### src/rtl/dclk_meter_pkg.sv
// Shared definitions for divided-clock consumers.
// Contents: FSM state encoding, default divider constants, and the
// expected-period helper 1 << (base_exp - sel).
package dclk_meter_pkg;

  localparam int unsigned SEL_W    = 3;
  localparam int unsigned BASE_EXP = 16;
  localparam int unsigned EXP_W    = 32;

  typedef enum logic [1:0] {
    ST_IDLE    = 2'd0,
    ST_ARM     = 2'd1,
    ST_MEASURE = 2'd2
  } state_e;

  // Expected dclk period in clk cycles for a given divider select.
  function automatic logic [EXP_W-1:0] exp_period(input logic [7:0] sel,
                                                  input int unsigned base_exp = BASE_EXP);
    return EXP_W'(1) << (base_exp - 32'(sel));
  endfunction

endpackage

### src/rtl/dclk_edge_det.sv
// Rising-edge detector for a divided clock that is synchronous to clk_i.
// Ports:
//   clk_i   system clock
//   rst_i   asynchronous active-high reset
//   dclk_i  divided clock
//   rise_c  combinational: dclk_i high this cycle, low last cycle
module dclk_edge_det (
  input  logic clk_i,
  input  logic rst_i,
  input  logic dclk_i,
  output logic rise_c
);

  logic dclk_q;

  // Previous-cycle copy of dclk_i.
  always_ff @(posedge clk_i or posedge rst_i) begin
    if (rst_i) begin
      dclk_q <= 1'b0;
    end else begin
      dclk_q <= dclk_i;
    end
  end

  assign rise_c = dclk_i & ~dclk_q;

endmodule

### src/rtl/dclk_period_meter.sv
// Measures the period of the divider output dclk in clk cycles and checks
// it against 2^(BASE_EXP-sel). Reports each measurement with a valid pulse
// and keeps sticky error / timeout flags until clr_i or reset.
// Ports:
//   clk_i, rst_i   clock, asynchronous active-high reset
//   en_i           measurement enable
//   clr_i          clears err_o / timeout_o (a same-cycle set wins)
//   sel_i          divider select currently driven to the divider
//   dclk_i         divided clock
//   period_o       last measured period (all ones on timeout)
//   valid_o        one-cycle pulse when period_o / match_o update
//   match_o        period_o equals the expected period
//   err_o          sticky mismatch-or-timeout flag
//   timeout_o      sticky: counter saturated without a rising edge
//   busy_o         state is ARM or MEASURE
module dclk_period_meter #(
  parameter int unsigned SEL_W    = dclk_meter_pkg::SEL_W,
  parameter int unsigned BASE_EXP = dclk_meter_pkg::BASE_EXP,
  parameter int unsigned CNT_W    = 18
) (
  input  logic             clk_i,
  input  logic             rst_i,
  input  logic             en_i,
  input  logic             clr_i,
  input  logic [SEL_W-1:0] sel_i,
  input  logic             dclk_i,
  output logic [CNT_W-1:0] period_o,
  output logic             valid_o,
  output logic             match_o,
  output logic             err_o,
  output logic             timeout_o,
  output logic             busy_o
);

  import dclk_meter_pkg::*;

  localparam logic [CNT_W-1:0] CNT_MAX = '1;
  localparam logic [CNT_W-1:0] CNT_ONE = CNT_W'(1);

  state_e           state;
  logic [CNT_W-1:0] cnt;
  logic [SEL_W-1:0] sel_q;
  logic             rise_c;
  logic             sel_chg_c;
  logic [CNT_W-1:0] exp_c;

  dclk_edge_det u_edge (
    .clk_i  (clk_i),
    .rst_i  (rst_i),
    .dclk_i (dclk_i),
    .rise_c (rise_c)
  );

  assign sel_chg_c = (sel_i != sel_q);
  assign exp_c     = CNT_W'(exp_period(8'(sel_q), BASE_EXP));

  // Measurement FSM; priority is en_i low, then sel change, then rise.
  always_ff @(posedge clk_i or posedge rst_i) begin
    if (rst_i) begin
      state     <= ST_IDLE;
      cnt       <= '0;
      sel_q     <= '0;
      period_o  <= '0;
      valid_o   <= 1'b0;
      match_o   <= 1'b0;
      err_o     <= 1'b0;
      timeout_o <= 1'b0;
      busy_o    <= 1'b0;
    end else begin
      valid_o <= 1'b0;
      // Clear first so any set later in this block takes precedence.
      if (clr_i) begin
        err_o     <= 1'b0;
        timeout_o <= 1'b0;
      end
      if (!en_i) begin
        state  <= ST_IDLE;
        cnt    <= '0;
        busy_o <= 1'b0;
      end else begin
        case (state)
          ST_IDLE: begin
            sel_q  <= sel_i;
            cnt    <= '0;
            state  <= ST_ARM;
            busy_o <= 1'b1;
          end
          ST_ARM: begin
            // No timeout here: wait indefinitely for the first edge.
            if (sel_chg_c) begin
              sel_q <= sel_i;
            end else if (rise_c) begin
              cnt   <= CNT_ONE;
              state <= ST_MEASURE;
            end
          end
          ST_MEASURE: begin
            if (sel_chg_c) begin
              // Abandon the partial period silently and re-arm.
              sel_q <= sel_i;
              cnt   <= '0;
              state <= ST_ARM;
            end else if (rise_c) begin
              period_o <= cnt;
              match_o  <= (cnt == exp_c);
              valid_o  <= 1'b1;
              if (cnt != exp_c) begin
                err_o <= 1'b1;
              end
              cnt <= CNT_ONE;
            end else if (cnt == CNT_MAX) begin
              period_o  <= CNT_MAX;
              match_o   <= 1'b0;
              valid_o   <= 1'b1;
              err_o     <= 1'b1;
              timeout_o <= 1'b1;
              cnt       <= '0;
              state     <= ST_ARM;
            end else begin
              cnt <= cnt + CNT_ONE;
            end
          end
          default: begin
            state  <= ST_IDLE;
            cnt    <= '0;
            busy_o <= 1'b0;
          end
        endcase
      end
    end
  end

endmodule

### config.mk
export PLATFORM = sky130hd
export DESIGN_NAME = dclk_period_meter
export DESIGN_NICKNAME = d
export VERILOG_FILES = /design/src/rtl/dclk_meter_pkg.sv /design/src/rtl/dclk_edge_det.sv /design/src/rtl/dclk_period_meter.sv
export SDC_FILE = /design/constraint.sdc
export NUM_CORES = 1
export LEC_CHECK = 0
export ABC_AREA = 0
export CAP_MARGIN = 20
export CORE_UTILIZATION = 55
export CTS_CLUSTER_SIZE = 24
export DETAILED_ROUTE_END_ITERATION = 10
export PLACE_DENSITY = 0.78
export SETUP_SLACK_MARGIN = 0.4
export SLEW_MARGIN = 20
export SYNTH_ARGS = -nofsm -noshare
export SYNTH_HDL_FRONTEND = slang
export SYNTH_HIERARCHICAL = 1
export SYNTH_SLANG_ARGS = --single-unit
export TNS_END_PERCENT = 1
### constraint.sdc
create_clock -name clk_i -period 3.2 [get_ports clk_i]
set_clock_uncertainty 0.05 [all_clocks]
set_input_delay 0.48 -clock clk_i [delete_from_list [all_inputs] [get_ports clk_i]]
set_output_delay 0.48 -clock clk_i [all_outputs]
set_load 0.01 [all_outputs]
* Word level (Yosys, flattened, before mapping)
Cells that the tools add are included.
Storage, ports and cells: bits in registers 47, output and inout port bits 23, input bits 8, logic and storage cells 76
Operators by class: mux-type cells 40, bitwise operators 3, reduce and logical (&&, ||, !) cells 8, eq/ne operators 12, add/subtract/negate cells 2, shifts and indexed selects 1
Operators by type and width (number):
- two-way mux 18 bit | 8
- one-hot mux 18 bit (2 select lines) | 1
- << shifter 1 x 32 -> 18 bit, first input constant | 1
- two-way mux 1 bit | 21
- adder 18 x 1 -> 18 bit, second input constant | 1
- equality test 18 bit | 1
- equality test 18 bit, second input constant | 1
- != test 18 bit | 1
- two-way mux 2 bit | 6
- != test 4 bit, second input constant | 2
- AND reduction 4 bit | 2
- != test 3 bit, second input constant | 2
- one-hot mux 2 bit (3 select lines) | 1
- one-hot mux 3 bit (2 select lines) | 1
- subtractor 5 x 3 -> 6 bit, first input constant | 1
- nonzero test 2 bit | 2
- two-way mux 3 bit | 1
- != test 3 bit | 1
- AND reduction 3 bit | 1
- equality test 2 x 1 -> 1 bit, second input constant | 1
- equality test 2 bit, second input constant | 1
- logical NOT 2 bit | 1
- != test 2 x 1 -> 1 bit, second input constant | 1
- != test 2 bit, second input constant | 1
- 5 further kinds | 6

* Depth between registers and ports, before layout
Gate-level depths: netlist of run 1.
depth in word-level cells 8, depth in mapped cells 9, depth with buffers taken out 7

* By module
Netlist of run 1, hierarchy kept.
Modules (own cells, without submodules):
- dclk_period_meter | area each 2507.4 um^2, sequential area each 1151.1 um^2, instances 1, cells each 238
- dclk_edge_det | area each 42.5 um^2, sequential area each 25.0 um^2, instances 1, cells each 3

* Worst setup path before layout of run 1
Ideal clock, no wire load.
path kind register to register, from register sel_q[1], to register match_o, stages on the path, launching flop included 9, period minus slack after synthesis 2.417 ns, buffers on the path 1, data required time 3.085 ns, setup time 0.065 ns, arrival time 2.302 ns, setup slack 0.783 ns, cell sequence dfrtp_1 -> buf_2 -> nor2_1 -> ha_1 -> or4b_2 -> o21ai_0 -> o2111ai_1 -> a2111oi_2 -> mux2_4
Between the ends: longest elaborated chain between the ends 4, elaborated cells on any way between the ends 7, classes of those cells add/sub: 1; eq/ne: 2; shift: 1; mux: 1; bitwise: 1; reduce/logical: 1
RTL lines:
- start, declared | line dclk_period_meter.sv:42 | logic [SEL_W-1:0] sel_q;
- start signal, assigned | line dclk_period_meter.sv:83 | sel_q <= sel_i;
- start signal, assigned | line dclk_period_meter.sv:91 | sel_q <= sel_i;
- start signal, assigned | line dclk_period_meter.sv:100 | sel_q <= sel_i;
- subtractor 5 x 3 -> 6 bit | line dclk_meter_pkg.sv:19 | return EXP_W'(1) << (base_exp - 32'(sel));
- << shifter 1 x 32 -> 18 bit | line dclk_meter_pkg.sv:19
- equality test 18 bit | line dclk_period_meter.sv:105 | match_o <= (cnt == exp_c);
- two-way mux 1 bit | line dclk_period_meter.sv:103 | end else if (rise_c) begin
- end signal, assigned | line dclk_period_meter.sv:105
- end, declared | line dclk_period_meter.sv:29 | output logic match_o,
Several ways; a longest one is shown, not always the timed one. A chain may end at the register's enable or synchronous reset.

* Final worst setup path of run 1
from register sel_q[0], to register match_o
The elaborated chain is that of the path after synthesis.

==> results of run 1 <==
## registers in the layout, summed over array words and instances (netlist names)
signal	flops
sel_q	3
state	2
cnt	18
err_o	1
match_o	1
u_edge/dclk_q	1
busy_o	1
timeout_o	1
valid_o	1
period_o	18
## cell families after synthesis
group | synth area share, %
and+or+nand+nor | 22.7
DFF | 46.1
AOI/OAI and AO/OA | 13.3
buffers and inverters | 4.86
xor gates and xnor gates | 6.48
muxes | 3.09
adders and majority gates | 3.43
## metal layers
layer | vias to the layer above | track usage (%)
met3 | 9 | 4.91
met2 | 27 | 35.7
li1 | 930 | -
met1 | 930 | 34.6
met4 | 0 | 6.89
met5 | - | 0
## layout make-up
| type | count | area share (%) |
|---|---|---|
| Tap cell | 52 | 2.20 |
| Multi-Input combinational cell | 169 | 42.2 |
| Clock inverter | 2 | 1.27 |
| Inverter | 12 | 1.56 |
| Sequential cell | 47 | 39.8 |
| Clock buffer | 5 | 2.32 |
| Timing Repair Buffer | 32 | 10.7 |
## cells in the mapped netlist, types with 2 or more instances
cell,instances
a211oi_1,4
a41oi_1,2
and3b_1,2
and4_1,2
buf_2,5
clkbuf_1,5
dfrtp_1,47
ha_1,7
inv_1,11
mux2_2,3
mux2i_1,3
nand2_1,15
nand3_1,4
nand3_2,2
nand4_1,6
nor2_1,27
nor2b_1,3
nor3_1,5
nor3b_1,3
nor4_1,9
nor4b_1,2
o21ai_0,3
o22a_1,18
o32ai_1,2
or2_2,2
or3b_1,2
xnor2_1,15
xor2_1,2
## per-stage QoR
step / power (mW) / setup slack (ns) / cell area (µm²) / hold slack, ns / util, %
after floorplan: 1.25 / 0.783 / 2550 / 0.159 / -
after global placement: 1.47 / 0.556 / 2850 / 0.421 / 64.6
after CTS: 1.91 / 0.515 / 2960 / 0.296 / 67.0
after detailed placement: 1.48 / 0.528 / 2850 / 0.426 / 64.6
final: 1.90 / 0.563 / 2960 / 0.303 / 67.1
after global routing: 2.01 / 0.436 / 2960 / 0.309 / 67.1
## cell usage in the layout, fill, tap and decap left out, types with 3 or more instances in the layout
| cell | synthesis | routed |
|---|---|---|
| o21ai_0 | 3 | 3 |
| nor4_1 | 9 | 9 |
| mux2_2 | 3 | 3 |
| nand2_1 | 15 | 15 |
| inv_1 | 11 | 10 |
| mux2i_1 | 3 | 3 |
| dfrtp_1 | 47 | 46 |
| nor2b_1 | 3 | 3 |
| xnor2_1 | 15 | 15 |
| nor3_1 | 5 | 5 |
| nor2_1 | 27 | 27 |
| o22a_1 | 18 | 18 |
| ha_1 | 7 | 7 |
| clkdlybuf4s50_1 | 0 | 30 |
| nand4_1 | 6 | 6 |
| a211oi_1 | 4 | 4 |
| clkbuf_8 | 0 | 5 |
| nor3b_1 | 3 | 3 |
| nand3_1 | 4 | 4 |
## worst register-to-register path, stage by stage (launching register included)
cell and delay [ns]:
dfrtp_1 0.51, nor2_1 0.15, ha_1 0.27, or4b_2 0.63, o21ai_0 0.18, o2111ai_1 0.15, a2111oi_2 0.42, mux2_4 0.22
## report_power, final
part           internal, mW  switching, mW  total [mW]
clock                 0.228          0.191       0.419
sequential            0.700          0.103       0.803
combinational         0.365          0.311       0.676
## worst min path at each step
stage / start / endpoint / slack, ns / cells after the start
floorplan: rst_i / u_edge/dclk_q / 0.16 / 1
global placement: period_o[14] / period_o[14] / 0.42 / 1
detailed placement: period_o[0] / period_o[0] / 0.43 / 1
CTS: rst_i / u_edge/dclk_q / 0.30 / 2
global route: rst_i / u_edge/dclk_q / 0.31 / 2
finish: rst_i / u_edge/dclk_q / 0.30 / 2
==> reports/results.txt, run 1 <==
CTS hold repair buffers - 0
# nets final - 282
Hold WC Path Type - primary input to async pin
EDFF count, synth - 0
RSZ-0062 raised after global routing - false
CTS Buffer Depth - 2
Critical-path cell list - nor2_1, ha_1, or4b_2, o21ai_0, o2111ai_1, a2111oi_2, mux2_4
Core box area - 4410 µm²
Input/output buffers - 30
Multi-input gate area - 1250 µm²
Synthesis-stage register bit count - 47
WL/cell - 16.2 µm
CTS HTree Levels - 2
Total of max-cap violations - 0
CTS buffer count - 5
Total die area - 4910 µm²
Die Y - 70.1 µm
Ant. Diodes - 0
Cells on worst reg2reg path - 7
Worst path slowest cell - or4b_2
M1 WL - 2.55 mm
FF-to-FF Start - sel_q[0]
Critical Path RT - 3.39 ns
WP depth - 7
Gpl congestion - 0.790
WP data arrival - 2.83 ns
Syn_nets - 256
Placed cells - 312
Crit-path max FO - 12
Part of the cycle the worst path needs - 82.4%
First-pass GRT wire length - 9.22 mm
Vias in the first global route - 1870
Status - complete, no violations
Crit. Startpoint - sel_q[0]
Worst setup path category - flip-flop to flip-flop
Root buffer cell - clkbuf_8
Max_slew headroom - 51.4%
Largest net degree at the start of global routing - 47
Slew Viols, Final - 0
Clock latency on the worst-skew pair - 0.30 ns
Synthesized area - 2550 µm²
Peak VDD IR - 0.418 mV
Wire length on met3 - 153 µm
Max frequency - 379 MHz
Post-CTS setup buffers - 0
P&R area growth vs syn - 16.1%
Max Used Layer - met4
Initial Utilization - 57.8%
Post_cts resized - 0
Synth Flop Type - dfrtp_1
P per Cell Area - 641 nW/µm²
Die W - 70.1 µm
Core Rows - 24
Layout fillers - 352
CP top delay family - simple AND/OR/NAND/NOR gates
Final Hold Vio Count - 0
Register area - 1180 µm²
Initial drt markers - 120
DR vias/cell - 5.94
GR Overflow Total - 0
Met2 WL - 2.39 mm
Syn_area_per_cell - 10.6 µm²
Routed Antenna Nets - 0
Synth area leaders - dfrtp_1 (46%), o22a_1 (6.2%), xnor2_1 (5.2%)
Post-synth top area share - 46.1%
Critical R2R Capture - match_o
Seq/Total Area, Yosys - 46.1%
Worst Setup Start Kind - flip-flop
Vias - 1896
Final HPWL DP - 3.57 mm
GRT Util Overall - 23.7%
Critical path endpoint category - flip-flop
Sink Count - 47
Lkg Pwr - 1.20 nW
CP max stage delay - 0.62 ns
Ys Warns - 6
Initial antenna violation count - 0
CTS tree - done
Library cells used by synthesis - 58
Syn Inst Count - 241
Worst R2R Setup Slack - 0.56 ns
First-pass detailed-route iteration total - 4
Final Non-Filler Cells - 319
Num ports - 31
Register clock-pin slew on the reported worst setup and hold paths - 0.09 ns
# setup viols final - 0
Detailed Route WL - 5.17 mm
CP bufs+invs - 0
Final setup TNS - 0 ns
Async S/R FF share, synth - 100%
DRC violations left - 0
Worst Setup EP - match_o
Share of cells above drive strength 1 - 10.5%
Worst-Margin Slew - 0.729 ns
Largest area contributor in the netlist - dfrtp_1
Fin crit period - 2.64 ns
Note: power is estimated with default switching activity, not from simulation.
==> run 2: changes to the inputs <==
- clock period: 3.2 -> 2.7 ns (I/O delays scaled with it)
==> run 2 against run 1 <==
- power increased by 24%
- first-iteration DRC count increased by 4.2%
- maximum frequency rose by 16%
- sequential share of layout area down 1.9 points
- combinational power up 48%
- wire length rose by 6.3%
- critical path type unchanged
- die area stayed put
- utilization grew 3.8 points
- critical path depth increased by 1
==> reports/results.txt, run 2 (same netlist as run 1, synthesis figures left out) <==
Status - complete, no violations
Final setup TNS - 0 ns
Cells on worst reg2reg path - 8
Worst-Margin Slew - 0.716 ns
Initial antenna violation count - 0
First-pass GRT wire length - 9.51 mm
Crit-path max FO - 5
P per Cell Area - 754 nW/µm²
Clk pwr share - 19.2%
Num ports - 31
Biggest registers after layout - cnt: 18 flops, period_o: 18 flops, sel_q: 3 flops
Final Hold Vio Count - 0
Largest net degree at the start of global routing - 47
Input/output buffers - 30
CTS tree - done
Pint - 1.56 mW
Hold WC Path Type - primary input to async pin
WL/cell - 16.4 µm
Initial Utilization - 57.8%
RSZ-0062 raised after global routing - true
Lkg Pwr - 1.28 nW
DR vias/cell - 5.92
Gpl congestion - 0.842
GR Overflow Total - 0
CTS Buffer Depth - 2
WP data arrival - 2.42 ns
Register clock-pin slew on the reported worst setup and hold paths - 0.09 ns
Vias in the first global route - 1933
Worst Setup Start Kind - flip-flop
Root buffer cell - clkbuf_8
Worst R2R Setup Slack - 0.42 ns
Ant. Diodes - 0
Sw power - 0.797 mW
Critical Path RT - 2.84 ns
Initial drt markers - 125
Core box area - 4410 µm²
Fin util - 70.9%
Sink Count - 47
Core Rows - 24
Commonest cells after routing, fill and taps aside - dfrtp_1 (40), clkdlybuf4s50_1 (30), nor2_1 (27)
Vias - 1982
Peak VDD IR - 0.556 mV
Routed Antenna Nets - 0
CTS hold repair buffers - 0
Final HPWL DP - 3.68 mm
Design area - 3130 µm²
Share of cells above drive strength 1 - 20.8%
Die Y - 70.1 µm
Part of the cycle the worst path needs - 84.4%
Fin crit period - 2.28 ns
Total die area - 4910 µm²
Switching portion of total power - 33.8%
Post-DP Area - 2940 µm²
GRT Util Overall - 24.7%
Max frequency - 439 MHz
Critical R2R Capture - match_o
FF-to-FF Start - sel_q[1]
CTS buffer count - 5
P&R area growth vs syn - 22.7%
Commonest non-fill, non-tap cell in the layout - dfrtp_1
Clock latency on the worst-skew pair - 0.31 ns
Worst setup path category - flip-flop to flip-flop
DRC violations left - 0
Die W - 70.1 µm
# nets final - 297
CTS HTree Levels - 2
Comb pwr share - 42.6%
Slew Viols, Final - 0
Detailed Route WL - 5.50 mm
Sequential cell fraction of total power - 38.2%
# setup viols final - 0
Critical path endpoint category - flip-flop
First-pass detailed-route iteration total - 4
Max_slew headroom - 52.3%
Total of max-cap violations - 0
==> run 2: cell count changes in the layout (fill, tap and decap cells not counted), moves of 2 or more <==
cell     previous run  this run
or4b_4              0         2
dfrtp_2             1         7
buf_4               2        17
dfrtp_1            46        40
==> run 2: what timing repair did <==
item	CTS	global route
setup endpoints to repair	2	37
buffers inserted	1	5
pin swaps	0	5
resized for setup	2	13
cloned	0	0
==> run 2: final cells by class <==
class                   count  area [µm²]
clock buffers               6        82.6
well taps                  52        65.1
fillers                   332        1290
flip-flops and latches     47        1180
multi-input cells         169        1310
repair buffers             47         428
clock inverters             2        16.3
inverters                  12        46.3
==> run 2: critical path, cell delays in order, from the launching register on <==
cell and delay, ns:
dfrtp_1 0.38, nor2_1 0.11, ha_2 0.23, or4b_4 0.49
or3_4 0.35, o2111ai_2 0.08, a2111oi_2 0.07, buf_4 0.15
mux2_4 0.25
==> run 2: per-layer routing <==
metal	GRT usage (%)	part of all wire (%)	vias up
met5	0	0	-
met4	7.11	1.1	0
met3	6.35	4.2	6
met2	38.4	48	43
met1	34.5	47	976
li1	-	-	957
==> run 2: metrics by stage <==
stage	cells	setup WS, ns	hold slack, ns	power (mW)
floorplan	241	0.478	0.0837	1.50
global placement	321	0.323	0.421	1.81
detailed placement	321	0.291	0.426	1.84
CTS	330	0.406	0.215	2.31
global route	335	0.339	0.222	2.50
finish	335	0.422	0.218	2.36
==> run 2: worst max-delay path by stage <==
stage | slack (ns) | end | startpoint
after floorplan | 0.48 | match_o | sel_q[1]
after global placement | 0.32 | match_o | sel_q[2]
after detailed placement | 0.29 | match_o | sel_q[2]
after CTS | 0.41 | match_o | sel_q[0]
after global routing | 0.34 | match_o | sel_q[1]
final | 0.42 | match_o | sel_q[1]
==> run 2: power by group through the flow <==
stage / combinational (mW) / sequential (mW) / clock (mW)
4_1_cts: 0.953 / 0.902 / 0.459
5_1_grt: 1.10 / 0.920 / 0.479
3_3_place_gp: 0.895 / 0.916 / 0
6_report: 1.00 / 0.900 / 0.452
2_1_floorplan: 0.534 / 0.965 / 0
3_5_place_dp: 0.916 / 0.920 / 0
==> run 3: changes to the inputs <==
- CORE_UTILIZATION: 55 -> 50
- PLACE_DENSITY: 0.78 -> 0.75
- clock period: 2.7 -> 1.9 ns (I/O delays scaled with it)
==> run 3 against run 2 <==
- final area grew 12%
- largest cell class unchanged
- wire length grew 10%
- sequential power grew 41%
- clock power grew 65%
- the flow now finishes with violations (setup timing)
- worst hold slack lost 0.11 ns
- first-iteration DRC count shrank 30%
==> reports/results.txt, run 3 (same netlist as run 1, synthesis figures left out) <==
Initial antenna violation count - 0
Core box area - 4820 µm²
Sink Count - 47
WP data arrival - 2.38 ns
Worst path slowest cell - or4b_4
Critical-path cell list - buf_4, or4b_4, nor4b_4, o32ai_2, a2111oi_4, mux2_4
Peak VDD IR - 0.734 mV
P&R area growth vs syn - 37.9%
Status - complete, but fails checks
Gpl congestion - 0.842
Critical Path RT - 2.10 ns
Crit-path max FO - 14
Critical path endpoint category - flip-flop
Largest net degree at the start of global routing - 47
Fin util - 73.0%
First-pass GRT wire length - 10.3 mm
CTS hold repair buffers - 0
Total die area - 5390 µm²
CTS buffer count - 5
Routed Antenna Nets - 0
WL/cell - 16.0 µm
Share of cells above drive strength 1 - 30.8%
Root buffer cell - clkbuf_8
Vias - 2112
Detailed Route WL - 6.06 mm
Initial Utilization - 52.9%
Worst setup path category - flip-flop to flip-flop
Clock latency on the worst-skew pair - 0.30 ns
GR Overflow Total - 0
Register clock-pin slew on the reported worst setup and hold paths - 0.09 ns
Die W - 73.4 µm
# nets final - 326
Lkg Pwr - 1.58 nW
Input/output buffers - 30
Hold WC Path Type - primary input to async pin
CTS Buffer Depth - 2
Part of the cycle the worst path needs - 115%
Commonest cells after routing, fill and taps aside - dfrtp_1 (47), buf_4 (40), nor2_1 (26)
CTS tree - done
Final Hold Vio Count - 0
Layout fillers - 358
Num ports - 31
Vias in the first global route - 2153
Max_slew headroom - 71.2%
GRT Util Overall - 25.3%
RSZ-0062 raised after global routing - true
Slew Viols, Final - 0
Ant. Diodes - 0
Worst hold margin - 0.109 ns
Die Y - 73.4 µm
# setup viols final - 27
Final HPWL DP - 4.23 mm
Total of max-cap violations - 0
Initial drt markers - 88
DRC violations left - 0
Worst-Margin Slew - 0.430 ns
CTS HTree Levels - 2
Failing checks - setup timing
Max frequency - 458 MHz
Biggest registers after layout - cnt: 18 flops, period_o: 18 flops, sel_q: 3 flops
Post-route setup slack - -0.286 ns
Worst Setup Start Kind - flip-flop
CP max stage delay - 0.56 ns
Fin crit period - 2.19 ns
Commonest non-fill, non-tap cell in the layout - dfrtp_1
First-pass detailed-route iteration total - 4
DR vias/cell - 5.57
Core Rows - 25
P per Cell Area - 1030 nW/µm²
run 3: critical path, delay by kind of cell (launching register included):
family	cells	cell delay, ns
mux	1	0.21
compound gates	2	0.51
flops	1	0.39
simple gates	2	0.80
buf+inv	1	0.18
run 3: path summary, 6_finish.rpt:
kind	startpoint	to	slack, ns	cells past startpoint
max	sel_q[1]	match_o	-0.29	6
min	rst_i	u_edge/dclk_q	0.11	2
max reg2reg	sel_q[1]	match_o	-0.29	6
min reg2reg	period_o[6]	period_o[6]	0.44	1
max in group asynchronous	rst_i	sel_q[0]	1.28	3
min in group clk_i	dclk_i	u_edge/dclk_q	0.42	1
run 3: repair_timing:
action,4_1_cts,5_1_grt
setup endpoints to repair,68,45
pin swaps,10,19
setup buffers,1,0
resized for setup,40,15
run 3: per-layer routing:
layer	track usage (%)	share of wire, %	up-vias
li1	-	-	1017
met1	35.5	47	1047
met2	38.4	48	40
met3	5.21	3.3	8
met4	10.3	1.8	0
met5	0	0	-
run 3: power by group:
part	internal, mW	switching (mW)
logic	0.824	0.784
clock network	0.396	0.352
registers	1.18	0.0971
run 3: metrics by stage:
stage / std cells / setup WS [ns] / TNS, ns / power (mW) / area, µm²
3_5_place_dp: 370 / -0.364 / -11.57 / 2.72 / 3250
3_3_place_gp: 370 / -0.314 / -8.80 / 2.68 / 3250
2_1_floorplan: 241 / -0.319 / -2.21 / 2.14 / 2570
6_report: 379 / -0.286 / -1.96 / 3.63 / 3520
5_1_grt: 379 / -0.366 / -6.03 / 3.84 / 3520
4_1_cts: 379 / -0.318 / -5.99 / 3.59 / 3430
run 3: final cells by class:
cell class | count | area (µm²) | area share [%]
multi-input combinational | 169 | 1430 | 40.6
tap | 67 | 83.8 | 2.38
clock buffer | 5 | 68.8 | 1.96
inverter | 12 | 46.3 | 1.32
timing repair buffer | 76 | 666 | 18.9
sequential | 47 | 1180 | 33.5
clock inverter | 3 | 46.3 | 1.32
